## config.mk

```make
export PLATFORM = sky130hd
export DESIGN_NAME = graph_aggregator_flat
export DESIGN_NICKNAME = d
export VERILOG_FILES = /design/src/rtl/graph_aggregator_if.sv /design/src/rtl/graph_aggregator.sv /design/src/flat_wrapper.sv
export SDC_FILE = /design/constraint.sdc
export NUM_CORES = 1
export LEC_CHECK = 0
export BUFFER_PORTS_ARGS = -buffer_cell sky130_fd_sc_hd__buf_2
export CORE_MARGIN = 10
export CORE_UTILIZATION = 56
export CTS_CLUSTER_SIZE = 14
export DETAILED_ROUTE_END_ITERATION = 6
export GPL_ROUTABILITY_DRIVEN = 1
export PLACE_DENSITY = 0.76
export SETUP_SLACK_MARGIN = 0.05
export SLEW_MARGIN = 20
export SYNTH_ARGS = -nofsm -noshare
export SYNTH_HDL_FRONTEND = slang
export SYNTH_SLANG_ARGS = --single-unit
```

## constraint.sdc

```tcl
create_clock -name clk -period 9.09 [get_ports clk]
set_clock_uncertainty 0.05 [all_clocks]
set_input_delay 2.2725 -clock clk [delete_from_list [all_inputs] [get_ports clk]]
set_output_delay 2.2725 -clock clk [all_outputs]
set_load 0.05 [all_outputs]
```

## src/rtl/graph_aggregator_if.sv

```systemverilog
// Stream bundle for graph_aggregator: node feature beats in, aggregated rows out.
// master = upstream/downstream environment, slave = the aggregator itself.
interface graph_aggregator_if #(
    parameter int NUM_NODES = 4,
    parameter int NUM_FEAT  = 4,
    parameter int IN_W      = 5,
    parameter int OUT_W     = 7
);
    localparam int NIDX_W = ($clog2(NUM_NODES) > 1) ? $clog2(NUM_NODES) : 1;

    logic                      in_valid;
    logic                      in_ready;
    logic [NUM_FEAT*IN_W-1:0]  in_feat;
    logic                      out_valid;
    logic                      out_ready;
    logic [NUM_FEAT*OUT_W-1:0] out_feat;
    logic [NIDX_W-1:0]         out_node;
    logic                      out_last;
    logic                      out_ovf;

    modport master (
        output in_valid, in_feat, out_ready,
        input  in_ready, out_valid, out_feat, out_node, out_last, out_ovf
    );

    modport slave (
        input  in_valid, in_feat, out_ready,
        output in_ready, out_valid, out_feat, out_node, out_last, out_ovf
    );
endinterface

```

## src/rtl/graph_aggregator.sv

```systemverilog
// Streaming GNN neighbour aggregation: buffers one frame of node feature
// vectors, then emits per node the sum of the neighbours selected by a
// run-time adjacency mask, reduced to OUT_W by saturation or wrap.
module graph_aggregator #(
    parameter int NUM_NODES = 4,
    parameter int NUM_FEAT  = 4,
    parameter int IN_W      = 5,
    parameter int OUT_W     = 7,
    localparam int NIDX_W   = ($clog2(NUM_NODES) > 1) ? $clog2(NUM_NODES) : 1
) (
    input  logic                 clk,
    input  logic                 rst_n,
    graph_aggregator_if.slave    bus,
    input  logic                 adj_we,
    input  logic [NIDX_W-1:0]    adj_row,
    input  logic [NUM_NODES-1:0] adj_data,
    input  logic                 sat_en,
    output logic                 busy
);
    // Accumulator wide enough for NUM_NODES signed IN_W terms.
    localparam int ACC_W   = IN_W + NIDX_W + 1;
    localparam int OUT_MAX = (1 << (OUT_W - 1)) - 1;
    localparam int OUT_MIN = -(1 << (OUT_W - 1));
    localparam logic [NIDX_W-1:0] LAST_IDX = NIDX_W'(NUM_NODES - 1);

    typedef enum logic [1:0] {
        ST_LOAD  = 2'd0,
        ST_CALC  = 2'd1,
        ST_DRAIN = 2'd2
    } state_t;

    state_t                      state_r;
    state_t                      next_state_s;
    logic [NIDX_W-1:0]           cnt_r;
    logic signed [IN_W-1:0]      buf_r [NUM_NODES][NUM_FEAT];
    logic [NUM_NODES-1:0]        adj_r [NUM_NODES];

    logic                        out_valid_r;
    logic [NUM_FEAT*OUT_W-1:0]   out_feat_r;
    logic [NIDX_W-1:0]           out_node_r;
    logic                        out_last_r;
    logic                        out_ovf_r;

    logic                        in_fire_s;
    logic                        out_fire_s;
    logic                        load_row_s;
    logic                        clr_valid_s;
    logic [NIDX_W-1:0]           row_sel_s;
    logic [NUM_FEAT*OUT_W-1:0]   row_feat_s;
    logic                        row_ovf_s;

    // Sign-extend one buffered feature to accumulator width.
    function automatic logic signed [ACC_W-1:0] sext_fn(input logic signed [IN_W-1:0] x);
        sext_fn = {{(ACC_W - IN_W){x[IN_W-1]}}, x};
    endfunction

    // True when a full-precision sum does not fit the signed OUT_W range.
    function automatic logic ovf_fn(input logic signed [ACC_W-1:0] acc);
        ovf_fn = (int'(acc) > OUT_MAX) || (int'(acc) < OUT_MIN);
    endfunction

    // Reduce a full-precision sum to OUT_W: clamp when sat is set, else keep low bits.
    function automatic logic [OUT_W-1:0] reduce_fn(input logic signed [ACC_W-1:0] acc,
                                                   input logic sat);
        if (sat && (int'(acc) > OUT_MAX)) begin
            reduce_fn = OUT_W'(OUT_MAX);
        end else if (sat && (int'(acc) < OUT_MIN)) begin
            reduce_fn = OUT_W'(OUT_MIN);
        end else begin
            reduce_fn = OUT_W'(int'(acc));
        end
    endfunction

    assign in_fire_s  = (state_r == ST_LOAD) && bus.in_valid;
    assign out_fire_s = out_valid_r && bus.out_ready;

    assign bus.in_ready  = (state_r == ST_LOAD);
    assign bus.out_valid = out_valid_r;
    assign bus.out_feat  = out_feat_r;
    assign bus.out_node  = out_node_r;
    assign bus.out_last  = out_last_r;
    assign bus.out_ovf   = out_ovf_r;
    assign busy          = (state_r != ST_LOAD) || (cnt_r != '0);

    // State register.
    always_ff @(posedge clk or negedge rst_n) begin
        if (!rst_n) begin
            state_r <= ST_LOAD;
        end else begin
            state_r <= next_state_s;
        end
    end

    // Next-state logic and row-load control.
    always_comb begin
        next_state_s = state_r;
        load_row_s   = 1'b0;
        clr_valid_s  = 1'b0;
        row_sel_s    = '0;
        case (state_r)
            ST_LOAD: begin
                if (in_fire_s && (cnt_r == LAST_IDX)) begin
                    next_state_s = ST_CALC;
                end else begin
                    next_state_s = ST_LOAD;
                end
            end
            ST_CALC: begin
                next_state_s = ST_DRAIN;
                load_row_s   = 1'b1;
                row_sel_s    = '0;
            end
            ST_DRAIN: begin
                if (out_fire_s && out_last_r) begin
                    next_state_s = ST_LOAD;
                    clr_valid_s  = 1'b1;
                end else if (out_fire_s) begin
                    load_row_s   = 1'b1;
                    row_sel_s    = out_node_r + NIDX_W'(1);
                end else begin
                    next_state_s = ST_DRAIN;
                end
            end
            default: begin
                next_state_s = ST_LOAD;
            end
        endcase
    end

    // Beat counter: index of the next node to capture.
    always_ff @(posedge clk or negedge rst_n) begin
        if (!rst_n) begin
            cnt_r <= '0;
        end else if (in_fire_s) begin
            cnt_r <= (cnt_r == LAST_IDX) ? '0 : (cnt_r + NIDX_W'(1));
        end
    end

    // Feature buffer; every entry is overwritten each frame so it needs no reset.
    always_ff @(posedge clk) begin
        if (in_fire_s) begin
            for (int f = 0; f < NUM_FEAT; f++) begin
                buf_r[cnt_r][f] <= bus.in_feat[f*IN_W +: IN_W];
            end
        end
    end

    // Adjacency mask: default excludes the mirror node; writable only while loading.
    always_ff @(posedge clk or negedge rst_n) begin
        if (!rst_n) begin
            for (int i = 0; i < NUM_NODES; i++) begin
                for (int j = 0; j < NUM_NODES; j++) begin
                    adj_r[i][j] <= (j != (NUM_NODES - 1 - i));
                end
            end
        end else if ((state_r == ST_LOAD) && adj_we && (int'(adj_row) < NUM_NODES)) begin
            adj_r[adj_row] <= adj_data;
        end
    end

    // Aggregate the selected row across all features.
    always_comb begin
        logic signed [ACC_W-1:0] acc_v;
        acc_v      = '0;
        row_feat_s = '0;
        row_ovf_s  = 1'b0;
        for (int f = 0; f < NUM_FEAT; f++) begin
            acc_v = '0;
            for (int j = 0; j < NUM_NODES; j++) begin
                if (adj_r[row_sel_s][j]) begin
                    acc_v = acc_v + sext_fn(buf_r[j][f]);
                end else begin
                    acc_v = acc_v;
                end
            end
            row_ovf_s = row_ovf_s | ovf_fn(acc_v);
            row_feat_s[f*OUT_W +: OUT_W] = reduce_fn(acc_v, sat_en);
        end
    end

    // Output registers: load a row on CALC or on a non-final handshake, hold otherwise.
    always_ff @(posedge clk or negedge rst_n) begin
        if (!rst_n) begin
            out_valid_r <= 1'b0;
            out_feat_r  <= '0;
            out_node_r  <= '0;
            out_last_r  <= 1'b0;
            out_ovf_r   <= 1'b0;
        end else if (load_row_s) begin
            out_valid_r <= 1'b1;
            out_feat_r  <= row_feat_s;
            out_node_r  <= row_sel_s;
            out_last_r  <= (row_sel_s == LAST_IDX);
            out_ovf_r   <= row_ovf_s;
        end else if (clr_valid_s) begin
            out_valid_r <= 1'b0;
        end
    end
endmodule

```

## src/flat_wrapper.sv

```systemverilog
// flat-port wrapper written by rule: the top's interface ports become plain ports
module graph_aggregator_flat 
#(
    parameter int NUM_NODES = 4,
    parameter int NUM_FEAT  = 4,
    parameter int IN_W      = 5,
    parameter int OUT_W     = 7,
    localparam int NIDX_W   = ($clog2(NUM_NODES) > 1) ? $clog2(NUM_NODES) : 1
)
  (clk, rst_n, adj_we, adj_row, adj_data, sat_en, busy, bus_in_valid, bus_in_feat, bus_out_ready, bus_in_ready, bus_out_valid, bus_out_feat, bus_out_node, bus_out_last, bus_out_ovf);
  graph_aggregator_if #(.NUM_NODES(NUM_NODES), .NUM_FEAT(NUM_FEAT), .IN_W(IN_W), .OUT_W(OUT_W)) bus_i ();
  input  logic clk;
  input  logic rst_n;
  input  logic adj_we;
  input  logic [NIDX_W-1:0] adj_row;
  input  logic [NUM_NODES-1:0] adj_data;
  input  logic sat_en;
  output logic busy;
  input wire logic [$bits(bus_i.in_valid)-1:0] bus_in_valid;
  input wire logic [$bits(bus_i.in_feat)-1:0] bus_in_feat;
  input wire logic [$bits(bus_i.out_ready)-1:0] bus_out_ready;
  output wire logic [$bits(bus_i.in_ready)-1:0] bus_in_ready;
  output wire logic [$bits(bus_i.out_valid)-1:0] bus_out_valid;
  output wire logic [$bits(bus_i.out_feat)-1:0] bus_out_feat;
  output wire logic [$bits(bus_i.out_node)-1:0] bus_out_node;
  output wire logic [$bits(bus_i.out_last)-1:0] bus_out_last;
  output wire logic [$bits(bus_i.out_ovf)-1:0] bus_out_ovf;
  assign bus_i.in_valid = bus_in_valid;
  assign bus_i.in_feat = bus_in_feat;
  assign bus_i.out_ready = bus_out_ready;
  assign bus_in_ready = bus_i.in_ready;
  assign bus_out_valid = bus_i.out_valid;
  assign bus_out_feat = bus_i.out_feat;
  assign bus_out_node = bus_i.out_node;
  assign bus_out_last = bus_i.out_last;
  assign bus_out_ovf = bus_i.out_ovf;
  graph_aggregator #(.NUM_NODES(NUM_NODES), .NUM_FEAT(NUM_FEAT), .IN_W(IN_W), .OUT_W(OUT_W)) u_core (.clk(clk), .rst_n(rst_n), .bus(bus_i), .adj_we(adj_we), .adj_row(adj_row), .adj_data(adj_data), .sat_en(sat_en), .busy(busy));
endmodule
```

== Yosys cells after proc, flatten, opt, wreduce, memory -nomap -nowiden ==
Memories as Yosys holds them, arrays and structs flattened.
Cells that the tools add are included.

* Memories: 1
* Memory bits (writable): 80
* Latch bits: 0
* Bits in read-only memories: 0
* Bits in registers: 53

{| class="wikitable"
|+ Memory list
! name !! depth !! bits a word !! rd ports !! clocked after memory_dff !! write ports !! RTL line !! text
|-
| u_core.buf_r || 4 || 20 || 4 || 0 || 1 || graph_aggregator.sv:35 || <nowiki>logic signed [IN_W-1:0] buf_r [NUM_NODES][NUM_FEAT];</nowiki>
|}

* Reduce and logical (&&, ||, !) cells: 23
* Eq/ne operators: 5
* Divide/modulo/power cells: 0
* Shift-type cells: 0
* Bitwise logic cells: 5
* $mul: 0
* Mux-type cells: 47
* Add/sub/neg operators: 14
* Magnitude comparators: 11

{| class="wikitable"
|+ Operator list
! operator !! number
|-
| $mux 8 || 16
|-
| $add 8x5->8 || 12
|-
| $mux 7 || 8
|-
| $gt 8x7->1 const B || 4
|-
| $lt 8x7->1 const B || 4
|-
| $bwmux 16 || 1
|-
| $logic_and 1x1->1 || 14
|-
| $mux 2 || 6
|-
| $mux 4 || 3
|-
| $mux 1 || 9
|-
| $bmux 4 s2 || 1
|-
| $demux 4 s2 || 1
|-
| $eq 2x2->1 const B || 3
|-
| $ge 3x3->1 const B || 2
|-
| $not 2->3 || 2
|-
| $pmux 2 s3 || 1
|-
| $reduce_bool 2->1 || 3
|-
| $logic_or 1x1->1 || 5
|-
| $add 2x1->2 const B || 2
|-
| $lt 3x1->1 const B || 1
|-
| $ne 3x3->1 const B || 1
|-
| $or 1x1->1 || 3
|-
| $eq 2x1->1 const B || 1
|-
| $logic_not 2->1 || 1
|-
| $pmux 1 s2 || 1
|}

== Longest topological paths before layout ==
* Word-level depth: 20
* Mapped depth: 35
* Gate-level depth less buffers: 33

== Worst setup path before layout ==
No wires, ideal clock.

* Path type: input port to flip-flop
* Start point: in bus_out_ready
* End point: reg u_core.out_feat_r[21], in the netlist u_core.bus.out_feat[21]
* Stages on the path: 27
* Data arrival time: 7930 ps
* Buffers on the path: 2
* Slack: 1006 ps
* Library setup time: 104 ps
* Cell sequence: nand4b_2 buf_6 o31ai_2 a211oi_2 clkbuf_2 and2_1 ha_1 a21oi_1 o21ai_0 or4b_2 a22o_1 inv_1 ha_1 nor2b_1 a221o_1 a211oi_1 mux2i_1 ha_1 o21ai_0 or4b_4 xnor2_2 xor2_1 ha_1 nand2_1 inv_1 a211o_1 a221oi_1

* Cells in the longest elaborated chain, start to end: 19
* Elaborated cells between the ends (all ways): 25
* Classes of those cells: add/sub: 3; order compare: 2; mux: 15; bitwise: 1; reduce/logical: 4

{| class="wikitable"
|+ RTL lines
! element !! RTL line !! text
|-
| start: declaration || flat_wrapper.sv:21 || <nowiki>input wire logic [$bits(bus_i.out_ready)-1:0] bus_out_ready;</nowiki>
|-
| $logic_and 1x1->1 * || graph_aggregator.sv:75 || <nowiki>assign out_fire_s = out_valid_r && bus.out_ready;</nowiki>
|-
| $mux 2 / $logic_and 1x1->1 (equally long branches) || graph_aggregator.sv:117, graph_aggregator.sv:114 ||
|-
| $mux 2 || graph_aggregator.sv:114 || <nowiki>if (out_fire_s && out_last_r) begin</nowiki>
|-
| $mux 2 || graph_aggregator.sv:100 || <nowiki>case (state_r)</nowiki>
|-
| $not 2->3 (implied by the code) || graph_aggregator.sv:170 || <nowiki>if (adj_r[row_sel_s][j]) begin</nowiki>
|-
| $bmux 4 s2 || graph_aggregator.sv:170 ||
|-
| $mux 4 (implied by the code) (2 in series) || graph_aggregator.sv:170 ||
|-
| $mux 8 || graph_aggregator.sv:170 ||
|-
| [2 not listed] || - ||
|-
| $add 8x5->8 || graph_aggregator.sv:171 || <nowiki>acc_v = acc_v + sext_fn(buf_r[j][f]);</nowiki>
|-
| $mux 8 || graph_aggregator.sv:170 ||
|-
| $add 8x5->8 || graph_aggregator.sv:171 ||
|-
| $mux 8 || graph_aggregator.sv:170 ||
|-
| $lt 8x7->1 || graph_aggregator.sv:67 || <nowiki>end else if (sat && (int'(acc) < OUT_MIN)) begin</nowiki>
|-
| $logic_and 1x1->1 || graph_aggregator.sv:67 ||
|-
| $mux 7 || graph_aggregator.sv:67 ||
|-
| $mux 7 || graph_aggregator.sv:65 || <nowiki>if (sat && (int'(acc) > OUT_MAX)) begin</nowiki>
|-
| end signal: assignment || graph_aggregator.sv:191 || <nowiki>out_feat_r <= row_feat_s;</nowiki>
|-
| end: declaration || graph_aggregator.sv:39 || <nowiki>logic [NUM_FEAT*OUT_W-1:0] out_feat_r;</nowiki>
|}

Every way passes the cells marked *; elsewhere a longest branch is shown, timed or not. The select of a mux whose other input is x is not followed.
A chain may end at the register's enable or synchronous reset.

== Worst setup path after layout ==
* Start point: in bus_out_ready
* End point: reg u_core.out_feat_r[7], in the netlist u_core.bus.out_feat[7]

The elaborated chain is that of the path after synthesis.

==> results.txt <==
----------------------------------------------------
[Routing]
  DRC errors left ... 0
  ANT nets after route ... 0
  DRT Pass-1 Iters ... 5
  Drt via density ... 6.27
  Detail-routed net length per standard cell ... 19.8 um
  Overall routed net length ... 25600 um
  Total via count in the routed design ... 8112
  1st-iter DRT viols ... 642

[STA]
  Measured slew at the worst slew-check pin ... 1.10 ns
  Post-layout worst setup margin ... 0.602 ns
  Highest clock rate ... 118 MHz
  RSZ-0062 raised after global routing ... no
  Total count of hold-check failures in the final report ... 0
  Period Utilization, post-route ... 0.934
  Slew headroom ... 0.265
  Final Hold Slack ... 0.442 ns
  Pins over their slew limit ... 0
  Final period demand of the worst path ... 8.49 ns
  Setup TNS ... 0 ns
  Final number of setup-violating endpoints ... 0

[Clocking]
  CTS clk-pin slew, worst paths ... 0.06 ns
  CTS Sinks ... 133
  Clock latency at the later pin of the worst-skew pair ... 0.42 ns
  Count of cells resized by post-cts repair ... 0
  Maximum root-to-sink buffer count ... 2
  Total setup buffers inserted after CTS ... 0
  CTS hold repair buffers ... 0
  Root cell of the clock tree ... sky130_fd_sc_hd__clkbuf_16
  Clock H-tree levels ... 4
  Clock buffers created by TritonCTS ... 17
  TritonCTS clock tree ... done

[Synthesis]
  Mux cell area share after synthesis ... 0.0353
  Syn nets ... 1114
  Complex-gate fraction of the synthesized area ... 0.230
  Post-synthesis xor/xnor area fraction ... 0.0393
  Post-Synthesis Cells ... 979
  Share of synthesized area occupied by flip-flops and latches ... 0.383
  Number of distinct library cells after synthesis ... 71
  Mean area per synthesized cell ... 9.99 um^2
  Asr flop ratio synth ... 0.398
  Largest cells by area after synthesis ... sky130_fd_sc_hd__edfxtp_1, sky130_fd_sc_hd__ha_1, sky130_fd_sc_hd__dfrtp_1
  Flip-flop cell with the highest count after synthesis ... sky130_fd_sc_hd__edfxtp_1
  Post-synthesis adder-cell area fraction ... 0.141
  Main combinational cell family by area after synthesis ... compound AO/OA/AOI/OAI gates
  Count of flip-flops with a built-in enable after synthesis ... 80
  Area share of and/or/nand/nor cells after synthesis ... 0.133
  Count of yosys warnings during synthesis ... 0
  Dominant cell type by area after synthesis ... sky130_fd_sc_hd__edfxtp_1
  Post-synth top area share ... 0.246
  Post-synthesis sequential element count ... 133
  Post-synthesis cell area ... 9780 um^2

[Die]
  Count of boundary I/O pins ... 67
  Standard-cell rows ... 48
  Die Footprint ... 23100 um^2
  Die Y-Extent ... 152 um
  Starting utilization of the core area ... 0.569
  Horizontal die dimension ... 152 um
  Core ar. ... 17200 um^2

[Power and ir drop]
  Leakage power ... 0.00518 uW
  Largest vdd supply drop ... 0.139 mV
  Total power divided by cell area ... 125 nW/um^2
  Total power ... 1370 uW

[Place]
  Number of placed instances, taps included ... 1262
  Placer's final routability congestion estimate ... 0.878
  HPWL after detailed placement ... 18300 um
  DP Worst Slack ... 0.293 ns
  Input/output buffers ... 66

[GRT]
  Global routing usage summed across all routing layers ... 0.217
  GR Overflow Total ... 0
  Via count of the first global-routing pass ... 8054
  Number of antenna violations at the first check in global routing ... 0
  First-pass GRT wire length ... 41500 um
  Maximum number of pins on one net before global-route repair ... 57

[Cells and area]
  Synth-to-Final Area Change ... 12.7%
  Share of post-route cells with drive strength above 1 ... 0.170
  Fill cell count ... 1423
  Antenna fix cells ... 0
  Final #Nets ... 1191
  Non-filler instance count after layout ... 1294

[Critical path]
  CP top delay family ... compound AO/OA/AOI/OAI gates
  Reg-to-Reg End ... u_core.bus.out_feat[7]
  Worst reg2reg setup slack ... 1.57 ns
  Nature of the critical path endpoint ... flip-flop
  Category of the worst setup path launch point ... input pin
  Delay of the slowest cell on the worst path ... 0.65 ns
  Worst path required time ... 9.35 ns
  Reg-to-reg critical path startpoint ... u_core.bus.out_node[0]
  Most frequent cell on the critical path ... sky130_fd_sc_hd__ha_1
  WP buf/inv ... 5
  Worst Path Arrival ... 8.75 ns
  Critical path type ... in -> reg
  Highest fanout seen on the critical path ... 17
  Reg2Reg Depth ... 30
  Slowest stage cell, crit path ... sky130_fd_sc_hd__a2111oi_0

[Worst hold path]
  Worst min-delay path endpoint ... u_core.bus.out_ovf
  Number of stages on the worst hold path ... 1
  Hold path startpoint ... u_core.bus.out_ovf
  Worst hold-check path type ... reg -> reg

[Run]
  Max capacitance violation total ... 0

[Run status]
  Result of the run ... finished, final reports clean

----------------------------------------------------
-- per-layer routing --
metal  part of all wire  track usage  routed length (um)
met2               0.47        0.352               12000
met3              0.065       0.0491                1670
met1               0.44        0.279               11300
met5                  0            0                   0
met4              0.024       0.0761                 605
-- Yosys cell counts (17+ instances only) --
cell type                  instances
sky130_fd_sc_hd__dfrtp_1          41
sky130_fd_sc_hd__a21o_1           33
sky130_fd_sc_hd__a221oi_1         19
sky130_fd_sc_hd__o21ai_0          56
sky130_fd_sc_hd__nor3_1           25
sky130_fd_sc_hd__ha_1             91
sky130_fd_sc_hd__nand2_1          52
sky130_fd_sc_hd__nor2b_1          18
sky130_fd_sc_hd__and2_1           17
sky130_fd_sc_hd__edfxtp_1         80
sky130_fd_sc_hd__a211oi_1         28
sky130_fd_sc_hd__nor2_1           93
sky130_fd_sc_hd__inv_1            55
sky130_fd_sc_hd__xnor2_1          28
sky130_fd_sc_hd__mux2_2           20
sky130_fd_sc_hd__a21oi_1          64
-- kinds of logic after synthesis --
kind of cell	count (synthesis)
simple gates	264
mux	32
compound gates	317
xor+xnor	43
buf+inv	87
fa+ha+maj	103
flops	133
-- report_power, final --
group / switching (uW) / internal (uW) / leakage (uW)
clock network: 272 / 439 / 0.000282
registers: 0 / 642 / 0.00141
logic: 15.1 / 5.32 / 0.00348
-- cell type report --
class | count | area [um^2] | area share
clock inverter | 12 | 155 | 0.0141
multi-input combinational | 759 | 5680 | 0.515
timing repair buffer | 89 | 503 | 0.0456
tap | 225 | 282 | 0.0255
clock buffer | 20 | 447 | 0.0405
sequential | 133 | 3740 | 0.340
inverter | 56 | 210 | 0.0191
-- per-stage QoR --
stage,area [um^2],util
6_report,11000,0.642
5_1_grt,11000,0.642
4_1_cts,11000,0.642
3_5_place_dp,10400,0.606
2_1_floorplan,9780,-
3_3_place_gp,10400,0.606
-- cell usage in the layout, fill, tap and decap left out, drive strengths merged, types with 6 or more instances in the layout --
cell / n
a21o: 33
o31a: 6
o21a: 16
a22oi: 7
o22ai: 9
nand2: 52
clkbuf: 20
fa: 12
inv: 57
ha: 91
a221oi: 22
o21ai: 59
edfxtp: 80
nor3b: 7
nor2: 93
nor2b: 18
nand4: 7
or2: 9
o31ai: 11
nand3: 10
dfstp: 12
dfrtp: 41
a211o: 15
buf: 89
xnor2: 29
mux2: 20
a21oi: 64
xor2: 14
nor3: 25
a211oi: 32
mux2i: 12
a2111oi: 6
and2: 17
-- worst reg2reg max path, delay by kind of cell, from the launching register on --
kind / cells / cell delay, ns
mux: 2 / 0.61
compound gates: 10 / 2.36
fa+ha+maj: 5 / 1.54
flops: 1 / 0.84
simple gates: 6 / 0.91
xor+xnor: 3 / 0.56
buf+inv: 4 / 0.57
-- state kept, by name, indices dropped and copies added, names as in the netlist --
name and count:
u_core.bus.out_feat 28, u_core.adj_r 16, u_core.state_r 2, u_core.bus.out_ovf 1, u_core.bus.out_node 2, u_core.bus.out_last 1, u_core.cnt_r 2, u_core.buf_r 80
u_core.bus.out_valid 1
-- worst max-delay path by stage --
stage                   from                       to  slack [ns]  cells after the start
2_1_floorplan  bus_out_ready  u_core.bus.out_feat[21]        1.01                     27
3_3_place_gp   bus_out_ready   u_core.bus.out_feat[7]        0.27                     31
3_5_place_dp   bus_out_ready   u_core.bus.out_feat[7]        0.29                     31
4_1_cts        bus_out_ready   u_core.bus.out_feat[9]        0.67                     31
5_1_grt        bus_out_ready   u_core.bus.out_feat[7]        0.07                     31
6_report       bus_out_ready   u_core.bus.out_feat[7]        0.60                     31
No activity file was read; power rests on OpenSTA's default activity.
